## src/rtl/shift_seq.sv

```systemverilog
// shift_seq: sequential shifter, one bit position per cycle, with valid/ready handshakes.
// Rotate mode is compiled in only when SHIFT_SEQ_ROTATE_EN is defined.
module shift_seq #(
    parameter int unsigned WIDTH = 8,
    localparam int unsigned SHW = $clog2(WIDTH)
) (
    input  logic             clk,
    input  logic             rst_n,
    input  logic             in_valid,
    output logic             in_ready,
    input  logic [WIDTH-1:0] din,
    input  logic [SHW-1:0]   shamt,
    input  logic             dir,
    input  logic             op,
    input  logic             rot,
    output logic             out_valid,
    input  logic             out_ready,
    output logic [WIDTH-1:0] dout,
    output logic             busy
);

    typedef enum logic [1:0] {StIdle, StShift, StDone} state_e;

    state_e           state;
    logic [WIDTH-1:0] q;
    logic [SHW-1:0]   cnt;
    logic             mode_dir;
    logic             mode_op;
    logic [WIDTH-1:0] q_step;

`ifdef SHIFT_SEQ_ROTATE_EN
    logic             mode_rot;
`else
    logic             unused_rot;
    assign unused_rot = rot;
`endif

    // One-bit step; rotate (when built in) takes priority over arithmetic/logical.
    always_comb begin
        if (mode_dir) begin
            q_step = {q[WIDTH-2:0], 1'b0};
        end else begin
            q_step = {mode_op & q[WIDTH-1], q[WIDTH-1:1]};
        end
`ifdef SHIFT_SEQ_ROTATE_EN
        if (mode_rot) begin
            q_step = mode_dir ? {q[WIDTH-2:0], q[WIDTH-1]} : {q[0], q[WIDTH-1:1]};
        end
`endif
    end

    always_ff @(posedge clk or negedge rst_n) begin
        if (!rst_n) begin
            state    <= StIdle;
            q        <= '0;
            cnt      <= '0;
            mode_dir <= 1'b0;
            mode_op  <= 1'b0;
`ifdef SHIFT_SEQ_ROTATE_EN
            mode_rot <= 1'b0;
`endif
        end else begin
            unique case (state)
                StIdle: begin
                    if (in_valid) begin
                        q        <= din;
                        cnt      <= shamt;
                        mode_dir <= dir;
                        mode_op  <= op;
`ifdef SHIFT_SEQ_ROTATE_EN
                        mode_rot <= rot;
`endif
                        state    <= (shamt == '0) ? StDone : StShift;
                    end
                end
                StShift: begin
                    q   <= q_step;
                    cnt <= cnt - 1'b1;
                    if (cnt == SHW'(1)) begin
                        state <= StDone;
                    end
                end
                StDone: begin
                    if (out_ready) begin
                        state <= StIdle;
                    end
                end
                default: state <= StIdle;
            endcase
        end
    end

    assign in_ready  = (state == StIdle);
    assign out_valid = (state == StDone);
    assign busy      = (state != StIdle);
    assign dout      = q;

endmodule

```

## config.mk

```make
export PLATFORM = sky130hd
export DESIGN_NAME = shift_seq
export DESIGN_NICKNAME = d
export VERILOG_FILES = /design/src/rtl/shift_seq.sv
export SDC_FILE = /design/constraint.sdc
export NUM_CORES = 1
export LEC_CHECK = 0
export ABC_CLOCK_PERIOD_IN_PS = 1160
export BUFFER_PORTS_ARGS = -buffer_cell sky130_fd_sc_hd__buf_2
export CAP_MARGIN = 15
export CORE_UTILIZATION = 44
export DETAILED_ROUTE_END_ITERATION = 7
export PLACE_DENSITY_LB_ADDON = 0.3
export SYNTH_ARGS = -nofsm -noshare
export SYNTH_HDL_FRONTEND = slang
export SYNTH_SLANG_ARGS = --single-unit
```

## constraint.sdc

```tcl
create_clock -name clk -period 1.16 [get_ports clk]
set_clock_uncertainty 0.05 [all_clocks]
set_input_delay 0.116 -clock clk [delete_from_list [all_inputs] [get_ports clk]]
set_output_delay 0.116 -clock clk [all_outputs]
set_load 0.05 [all_outputs]
```

==> results of run 1 <==
## power by group
group	switching [mW]	total [mW]	internal [mW]
Combinational	1.63	2.98	1.35
Sequential	0.319	1.15	0.826
Clock	0.168	0.301	0.133
Total	2.12	4.42	2.31
## worst min-delay path by stage
stage	from	end	slack [ns]	depth (start not counted)
final	op	mode_op$_DFFE_PN0P_	0.01	2
after global routing	op	mode_op$_DFFE_PN0P_	0.01	2
after CTS	op	mode_op$_DFFE_PN0P_	0.02	2
after detailed placement	rst_n	mode_op$_DFFE_PN0P_	-0.01	1
after global placement	rst_n	mode_dir$_DFFE_PN0P_	-0.01	1
after floorplan	rst_n	cnt[0]$_DFFE_PN0P_	-0.23	0
## metal layers
metal  vias up  wire length, um  part of all wire (%)
met5         -                0                     0
met4         0               22                  0.97
met3         2               85                   3.8
met2        26             1198                    53
met1       412              956                    42
li1        399                -                     -
## flip-flops by register name (all words and copies together) (netlist names)
name      count
state         2
mode_dir      1
mode_op       1
dout          8
cnt           3
## per-stage QoR
step	cell area, um^2	instances	worst slack, ns	util, %	hold WS [ns]
2_1_floorplan	899.6	87	-0.1965	-	-0.2296
3_3_place_gp	1090	142	-0.04831	60.49	-0.01150
3_5_place_dp	1090	142	-0.09132	60.49	-0.01124
4_1_cts	1272	155	-0.1409	70.63	0.01892
5_1_grt	1314	155	-0.1887	72.92	0.01056
6_report	1314	155	-0.1504	72.92	0.01243
## layout by cell type (no fill, tap or decap), drive strengths merged
cell         synthesis  final
o32a                 1      1
a21oi                2      2
dfrtp               15     15
mux2                 2      2
dlygate4sd3          0      1
a22oi                1      1
mux2i                6      6
nand3b               1      1
nand2b               1      1
a21o                 1      1
ha                   2      2
nor2b               11     11
nor2                 7      7
a31oi                3      3
o22ai                3      3
o21ba                1      2
nand2                2      2
inv                  8      8
nor3b                2      2
or3                  1      1
a221oi               6      6
a32oi                1      1
clkbuf               0      5
a2bb2oi              1      1
o21ai                4      4
buf                  5     41
## what timing repair did
action,4_1_cts,5_1_grt
buffers inserted,7,0
hold buffers,1,0
cloned,1,0
setup endpoints to repair,17,19
resized for setup,24,9
pin swaps,5,3
hold endpoints to repair,15,0
## worst max-delay path: stages (launching register included)
cell and delay, ns:
dfrtp_2 0.45, buf_6 0.14, nor2b_4 0.11, buf_6 0.16
## cells by family after synthesis
kind of cell / Yosys count / share of synthesized area, %
mux: 8 / 9.442
simple gates: 25 / 17.45
fa+ha+maj: 2 / 2.861
buf+inv: 13 / 7.582
compound gates: 24 / 19.74
flops: 15 / 42.92
## area by class of cell
cell class                      count  area (um^2)
Clock buffer                        4        26.28
Timing Repair Buffer               43        294.0
Tap cell                           25        31.28
Inverter                            8        32.53
Sequential cell                    15        389.1
Multi-Input combinational cell     60        540.5
Fill cell                         133        488.0
==> flow_summary.json, run 1 <==
{
  "outcome": "complete, but fails checks",
  "failing_checks": "negative setup slack",
  "synthToLayoutAreaGrowth_pct": 50.21,
  "dr_total_vias": 839,
  "critPathCapture": "out_valid",
  "synth_top_area_share_pct": 42.92,
  "synthTopCellsByCount": "dfrtp_1, nor2b_1, inv_1",
  "floorplan.die.height_um": 46.59,
  "cts.sinks": 15,
  "yosys_most_used_dff": "dfrtp_1",
  "grt.busiest_layer": "met2",
  "static-leakage-power_nw": 0.5963,
  "seq_area_frac_synth_pct": 42.92,
  "netlist_top_cells_area": "dfrtp_1, nor2b_1, mux2i_1",
  "data_arrival_time_of_the_critical_path_ns": 1.14,
  "grtUsageTotal_pct": 22.78,
  "timing.max_slew.rel_slack_pct": 77.54,
  "global_route.usage.met2_pct": 38.61,
  "globalplace.congestion": 0.7554,
  "yosysWarningCount": 0,
  "post-synth-top-area-cell": "dfrtp_1",
  "max_cap_viols": 0,
  "timing.final.ws_setup_ns": -0.1504,
  "grt_overflow": 0,
  "end_kind": "primary output",
  "layout-drive-gt1-share_pct": 62.31,
  "syn_avg_cell_area_um2": 10.05,
  "h-tree-depth": 1,
  "coreArea_um2": 1802,
  "worstPathMaxFanout": 4,
  "routed_wire_length_per_instance_um": 14.59,
  "ys_ff_latch": 15,
  "num-nets-final": 151,
  "globalRouteMet1Util_pct": 28.61,
  "period_minus_slack_ns": 1.310,
  "detail_route.iter0.violations": 16,
  "cts.root.buffer_cell": "clkbuf_4",
  "groute.layer.met3.usage_pct": 3.529,
  "final-setup-viol-count": 15,
  "post_drt_via_cell_ratio": 5.413,
  "rows": 15,
  "fmax_ghz": 0.7631,
  "critPathLaunch": "state[0]$_DFFE_PN0P_",
  "post-route-period-util_pct": 113.0,
  "number_of_nets_still_failing_antenna_checks_after_routing": 0,
  "synthesis.instances": 87,
  "crit_path_start_kind": "flop",
  "synthesis.area_um2": 874.6,
  "totalWireLength_um": 2262,
  "worst_r2r_startpoint": "state[1]$_DFFE_PN0P_",
  "grt_pass1_wl_um": 3422,
  "grt_max_degree": 17,
  "number_of_distinct_library_cells_after_synthesis": 28,
  "worst_pin_slew_ns": 0.3369,
  "ios": 29,
  "hp-class": "in2reg",
  "n_antenna_cell": 0,
  "worst-r2r-cell-count": 4,
  "number_of_buffers_added_on_ports": 27,
  "syn-num-nets": 107,
  "ff2ff_setup_slack_ns": -0.11,
  "power.density_cell_area_nw_per_um2": 3367,
  "via_count_of_the_first_global_routing_pass": 768,
  "clock_insertion_delay_worst_skew_ns": 0.28,
  "setup-tns-final_ns": -1.006,
  "clockBufferDepth": 2,
  "initial_utilization_pct": 48.54,
  "drc": 0,
  "floorplan.die_area_um2": 2170,
  "die_width_um": 46.59,
  "endpoint_of_the_most_critical_register_to_register_path": "mode_dir$_DFFE_PN0P_",
  "final_hold_viol_count": 0,
  "ir_worst_vdd_v": 0.001693,
  "total_power_mw": 4.423,
  "critPathKind": "reg2out",
  "final-max-slew-violation-count": 0,
  "synth-async-reset-ratio_pct": 100.0,
  "rsz_0062_raised_after_global_routing": "yes",
  "dp_hpwl_um": 1361,
  "synth.most_common_cell": "dfrtp_1",
  "cts_buffers": 3,
  "clk_pin_slew_worst_paths_ns": 0.09,
  "clock_tree_from_tritoncts": "built",
  "detail_route.first_pass.iterations": 4,
  "critical_path_data_required_time_ns": 0.99,
  "synth_enable_flop_cells": 0,
  "antenna_found_initial": 0
}
No activity file was read; power rests on OpenSTA's default activity.
==> run 2: changes to the inputs <==
CORE_MARGIN = 3   (was not set)
==> run 2 against run 1 <==
  * The flow still finishes with violations (negative setup slack)
  * Critical path depth stayed put
  * Global-route usage decreased by 1.9 points
  * Design area up 1.2%
  * Via count grew 3.5%
  * Count of clock-buffer cells in the layout stayed put
  * Non-clock buffer count grew 3
  * First-iteration DRC count grew 31%
==> flow_summary.json, run 2 (synthesis gave the netlist of run 1 again) <==
{
  "power.density_cell_area_nw_per_um2": 3349,
  "number_of_buffers_added_on_ports": 27,
  "dr_total_vias": 868,
  "max_stage_delay_ns": 0.44,
  "hold_slack_ns": 0.01182,
  "timing.max_slew.rel_slack_pct": 76.27,
  "grt_overflow": 0,
  "num-nets-final": 154,
  "worst_pin_slew_ns": 0.3559,
  "grtUsageTotal_pct": 20.90,
  "via_count_of_the_first_global_routing_pass": 909,
  "crit_path_start_kind": "flop",
  "power.share.switching_pct": 47.36,
  "setup-tns-final_ns": -1.402,
  "rows": 15,
  "final-max-slew-violation-count": 0,
  "synthToLayoutAreaGrowth_pct": 52.07,
  "post_drt_via_cell_ratio": 5.494,
  "rsz_0062_raised_after_global_routing": "yes",
  "final_hold_viol_count": 0,
  "fin_util_pct": 73.82,
  "power.share.clock_pct": 6.8,
  "static-leakage-power_nw": 0.6090,
  "period_minus_slack_ns": 1.327,
  "cts.sinks": 15,
  "critical_path_data_required_time_ns": 0.99,
  "max_cap_viols": 0,
  "cp.buffers_inverters": 2,
  "final_cell_mix": "buf_2, buf_4, dfrtp_2",
  "layout-drive-gt1-share_pct": 61.65,
  "cellInternalPower_mw": 2.344,
  "failing_checks": "negative setup slack",
  "drc": 0,
  "fmax_ghz": 0.7538,
  "globalplace.congestion": 0.8346,
  "path_cells": "buf_6 -> nor2b_4 -> buf_8",
  "n_antenna_cell": 0,
  "h-tree-depth": 1,
  "clk_pin_slew_worst_paths_ns": 0.09,
  "ir_worst_vdd_v": 0.001702,
  "combPwrFrac_pct": 67.4,
  "p_seq_share_pct": 25.8,
  "cts_buffers": 3,
  "critPathTopFamily": "flip-flops",
  "dp_hpwl_um": 1538,
  "totalWireLength_um": 2341,
  "floorplan.die_area_um2": 2559,
  "end_kind": "primary output",
  "placed_cells_incl_taps": 145,
  "clockBufferDepth": 2,
  "die_width_um": 50.59,
  "final_common_cell": "buf_2",
  "final-setup-viol-count": 16,
  "initial_utilization_pct": 48.54,
  "critPathKind": "reg2out",
  "detail_route.first_pass.iterations": 4,
  "clock_insertion_delay_worst_skew_ns": 0.29,
  "switching_power_mw": 2.109,
  "coreArea_um2": 1802,
  "cts.root.buffer_cell": "clkbuf_4",
  "antenna_found_initial": 0,
  "outcome": "complete, but fails checks",
  "number_of_nets_still_failing_antenna_checks_after_routing": 0,
  "data_arrival_time_of_the_critical_path_ns": 1.16,
  "timing.final.ws_setup_ns": -0.1665,
  "worstPathMaxFanout": 5,
  "detail_route.iter0.violations": 21,
  "post_dp_cell_area_um2": 1112,
  "finish.cell_count_without_fillers": 158,
  "clock_tree_from_tritoncts": "built",
  "hp-class": "in2reg",
  "fin_area_um2": 1330,
  "post-route-period-util_pct": 114.4,
  "largest_reg_flops": 8,
  "routed_wire_length_per_instance_um": 14.82,
  "ios": 29,
  "grt_max_degree": 17,
  "floorplan.die.height_um": 50.59,
  "grt_pass1_wl_um": 4043,
  "critical_path.slowest_cell": "dfrtp_2"
}
## run 2: cell types whose count changed in the layout (fill, tap and decap cells not counted), moves of 2 or more
| cell | change |
|---|---|
| buf_2 | -3 |
| clkbuf_4 | +3 |
| nor2_1 | -3 |
| nor2_2 | +3 |
| buf_4 | +2 |
| ha_1 | +2 |
## run 2: final timing paths
kind | start | end | slack, ns | cells after the start
worst max register to register | state[0]$_DFFE_PN0P_ | mode_dir$_DFFE_PN0P_ | -0.14 | 4
min in group asynchronous | rst_n | state[1]$_DFFE_PN0P_ | 0.21 | 2
worst min register to register | mode_op$_DFFE_PN0P_ | mode_op$_DFFE_PN0P_ | 0.46 | 1
worst min-delay path | op | mode_op$_DFFE_PN0P_ | 0.01 | 2
max in group asynchronous | rst_n | mode_dir$_DFFE_PN0P_ | 0.57 | 2
worst max-delay path | state[1]$_DFFE_PN0P_ | out_valid | -0.17 | 3
## run 2: power by group through the flow
stage | logic, mW | registers, mW | clock network [mW]
2_1_floorplan | 1.35 | 1.48 | 0
3_3_place_gp | 2.29 | 1.13 | 0
3_5_place_dp | 2.34 | 1.14 | 0
4_1_cts | 2.91 | 1.12 | 0.304
5_1_grt | 3.20 | 1.20 | 0.347
6_report | 3.00 | 1.15 | 0.304
## run 2: layout make-up
| class | count | area [um^2] |
|---|---|---|
| multi-input combinational | 60 | 519.2 |
| clock buffer | 4 | 26.28 |
| timing repair buffer | 46 | 331.6 |
| sequential | 15 | 389.1 |
| fill | 141 | 471.7 |
| inverter | 8 | 32.53 |
| tap | 25 | 31.28 |
## run 2: what timing repair did
action / CTS / global route
hold endpoints to repair: 15 / 0
setup endpoints to repair: 17 / 21
gates cloned: 1 / 0
pin swaps: 6 / 2
buffers inserted: 6 / 2
hold buffers: 1 / 0
resized for setup: 26 / 11
## run 2: layer usage
metal	vias to the layer above	track usage [%]	part of all wire [%]
met3	5	2.967	4.6
li1	411	-	-
met4	0	11.66	2.1
met5	-	0	0
met2	33	36.30	52
met1	419	24.44	41
## run 2: metrics by stage
stage | power (mW) | setup slack [ns]
after floorplan | 2.824 | -0.1965
after global placement | 3.416 | -0.09848
after detailed placement | 3.478 | -0.1299
after CTS | 4.335 | -0.1577
after global routing | 4.745 | -0.2147
final | 4.454 | -0.1665
==> run 3: changes to the inputs <==
ABC_CLOCK_PERIOD_IN_PS = 1330   (was 1160)
CORE_UTILIZATION = 48   (was 44)
clock period = 1.33 ns   (was 1.16 ns; I/O delays follow)
==> run 3 against run 2 <==
  * The run still ends with negative setup slack left
  * Critical path type unchanged
  * Largest cell class unchanged
  * Register-to-register slack better by 0.14 ns
  * Sequential share of layout area up 3.4 points
  * Via count down 2.6%
  * Worst hold slack better by 0.017 ns
  * Sequential power down 16%
==> flow_summary.json, run 3 (synthesis gave the netlist of run 1 again) <==
{
  "power.density_cell_area_nw_per_um2": 2921,
  "power.share.switching_pct": 49.59,
  "switching_power_mw": 1.682,
  "cp.buffers_inverters": 2,
  "synthToLayoutAreaGrowth_pct": 32.76,
  "failing_checks": "negative setup slack",
  "initial_utilization_pct": 54.27,
  "max_cap_viols": 0,
  "num-nets-final": 145,
  "cellInternalPower_mw": 1.710,
  "cp.depth": 3,
  "dp_hpwl_um": 1507,
  "clock_insertion_delay_worst_skew_ns": 0.28,
  "post_drt_via_cell_ratio": 5.709,
  "critical_path.slowest_cell": "dfrtp_2",
  "antenna_found_initial": 0,
  "final_hold_viol_count": 0,
  "period_minus_slack_ns": 1.342,
  "timing.final.ws_setup_ns": -0.01190,
  "fin_area_um2": 1161,
  "critPathTopFamily": "flip-flops",
  "static-leakage-power_nw": 0.5536,
  "final_cell_mix": "buf_2, dfrtp_1, nor2b_1, buf_4, inv_1",
  "total_power_mw": 3.391,
  "worst-r2r-cell-count": 4,
  "outcome": "complete, but fails checks",
  "floorplan.die_area_um2": 2370,
  "drc": 0,
  "number_of_buffers_added_on_ports": 27,
  "coreArea_um2": 1612,
  "hp-class": "in2reg",
  "die_width_um": 48.69,
  "combPwrFrac_pct": 63.6,
  "final_common_cell": "buf_2",
  "worstPathMaxFanout": 5,
  "hold_slack_ns": 0.02846,
  "rsz_0062_raised_after_global_routing": "yes",
  "totalWireLength_um": 2193,
  "rows": 14,
  "fmax_ghz": 0.7452,
  "critPathLaunch": "state[1]$_DFFE_PN0P_",
  "data_arrival_time_of_the_critical_path_ns": 1.16,
  "ir_worst_vdd_v": 0.001544,
  "setup-tns-final_ns": -0.01787,
  "cts_buffers": 3,
  "routed_wire_length_per_instance_um": 14.82,
  "cts.sinks": 15,
  "via_count_of_the_first_global_routing_pass": 849,
  "layout-drive-gt1-share_pct": 41.94,
  "clock_tree_from_tritoncts": "built",
  "power.share.clock_pct": 8.0,
  "fin_util_pct": 72.05,
  "grtUsageTotal_pct": 19.61,
  "critPathCapture": "out_valid",
  "path_cells": "buf_6 -> nor2b_4 -> buf_8",
  "crit_path_start_kind": "flop",
  "timing.max_slew.rel_slack_pct": 77.24,
  "grt_pass1_wl_um": 3705,
  "cts.root.buffer_cell": "clkbuf_4",
  "layout.area.seq_um2": 379.1,
  "grt_overflow": 0,
  "n_antenna_cell": 0,
  "max_stage_delay_ns": 0.44,
  "worst_r2r_startpoint": "state[0]$_DFFE_PN0P_",
  "largest_reg_flops": 8,
  "globalplace.congestion": 0.7081,
  "detail_route.first_pass.iterations": 4,
  "critPathKind": "reg2out",
  "critical_path_data_required_time_ns": 1.15,
  "end_kind": "primary output",
  "clk_pin_slew_worst_paths_ns": 0.10,
  "detail_route.iter0.violations": 15,
  "final-max-slew-violation-count": 0,
  "multi_input_comb_area_um2": 455.4,
  "number_of_nets_still_failing_antenna_checks_after_routing": 0,
  "dr_total_vias": 845,
  "clockBufferDepth": 2,
  "worst_pin_slew_ns": 0.3414,
  "h-tree-depth": 1,
  "post-route-period-util_pct": 100.9,
  "ff2ff_setup_slack_ns": 0,
  "post_dp_cell_area_um2": 1061,
  "grt_max_degree": 16,
  "p_seq_share_pct": 28.4,
  "fill_cell_total_of_the_finished_layout": 122,
  "floorplan.die.height_um": 48.69,
  "endpoint_of_the_most_critical_register_to_register_path": "cnt[0]$_DFFE_PN0P_",
  "final-setup-viol-count": 2,
  "ios": 29
}
[run 3: cell count changes in the layout (fill, tap and decap cells not counted), sizes merged]
cell,change
buf,-4
clkbuf,-4
o21ba,-1
[run 3: how the worst min path moves through the flow]
stage | from | endpoint | slack (ns) | cells after the start
floorplan | rst_n | cnt[0]$_DFFE_PN0P_ | -0.21 | 0
global placement | rst_n | cnt[2]$_DFFE_PN0P_ | 0.008 | 1
detailed placement | rst_n | cnt[2]$_DFFE_PN0P_ | 0.005 | 1
CTS | dir | mode_dir$_DFFE_PN0P_ | 0.03 | 2
global route | dir | mode_dir$_DFFE_PN0P_ | 0.03 | 2
finish | dir | mode_dir$_DFFE_PN0P_ | 0.03 | 2
[run 3: power groups by stage]
stage          clock [mW]  combinational [mW]  sequential, mW
2_1_floorplan           0                1.15            1.26
3_3_place_gp            0                1.90           0.957
3_5_place_dp            0                1.94           0.967
4_1_cts             0.273                2.06           0.949
5_1_grt             0.300                2.31            1.00
6_report            0.272                2.16           0.964
[run 3: area by class of cell]
class                   count  share of cell area [%]
multi-input cells          59                   39.22
flip-flops and latches     15                   32.65
repair buffers             38                   20.69
inverters                   8                   2.586
well taps                  24                   2.586
clock buffers               4                   2.263
[run 3: metal layers]
layer  up-vias  wire length, um  track usage [%]
li1        387                -                -
met1       413              940            23.74
met2        41             1106            34.62
met3         4              130            3.988
met4         0               15            6.161
met5         -                0                0
[run 3: stage by stage]
| stage | setup WS (ns) | std cells |
|---|---|---|
| finish | -0.01190 | 148 |
| global route | -0.05559 | 148 |
| CTS | -0.06242 | 148 |
| detailed placement | 0.05907 | 140 |
| global placement | 0.06611 | 140 |
| floorplan | -0.02652 | 87 |
[run 3: worst reg2reg max path: cells and delay by family (launching register included)]
family	cells	cell delay, ns
flip-flops	1	0.46
buffers and inverters	2	0.31
AO/OA/AOI/OAI	2	0.42
[run 3: timing repair]
item	4_1_cts	5_1_grt
pin swaps	1	0
hold buffers	1	0
hold endpoints to repair	15	0
setup buffers	3	0
endpoints found under the setup margin	3	11
resized for setup	5	8
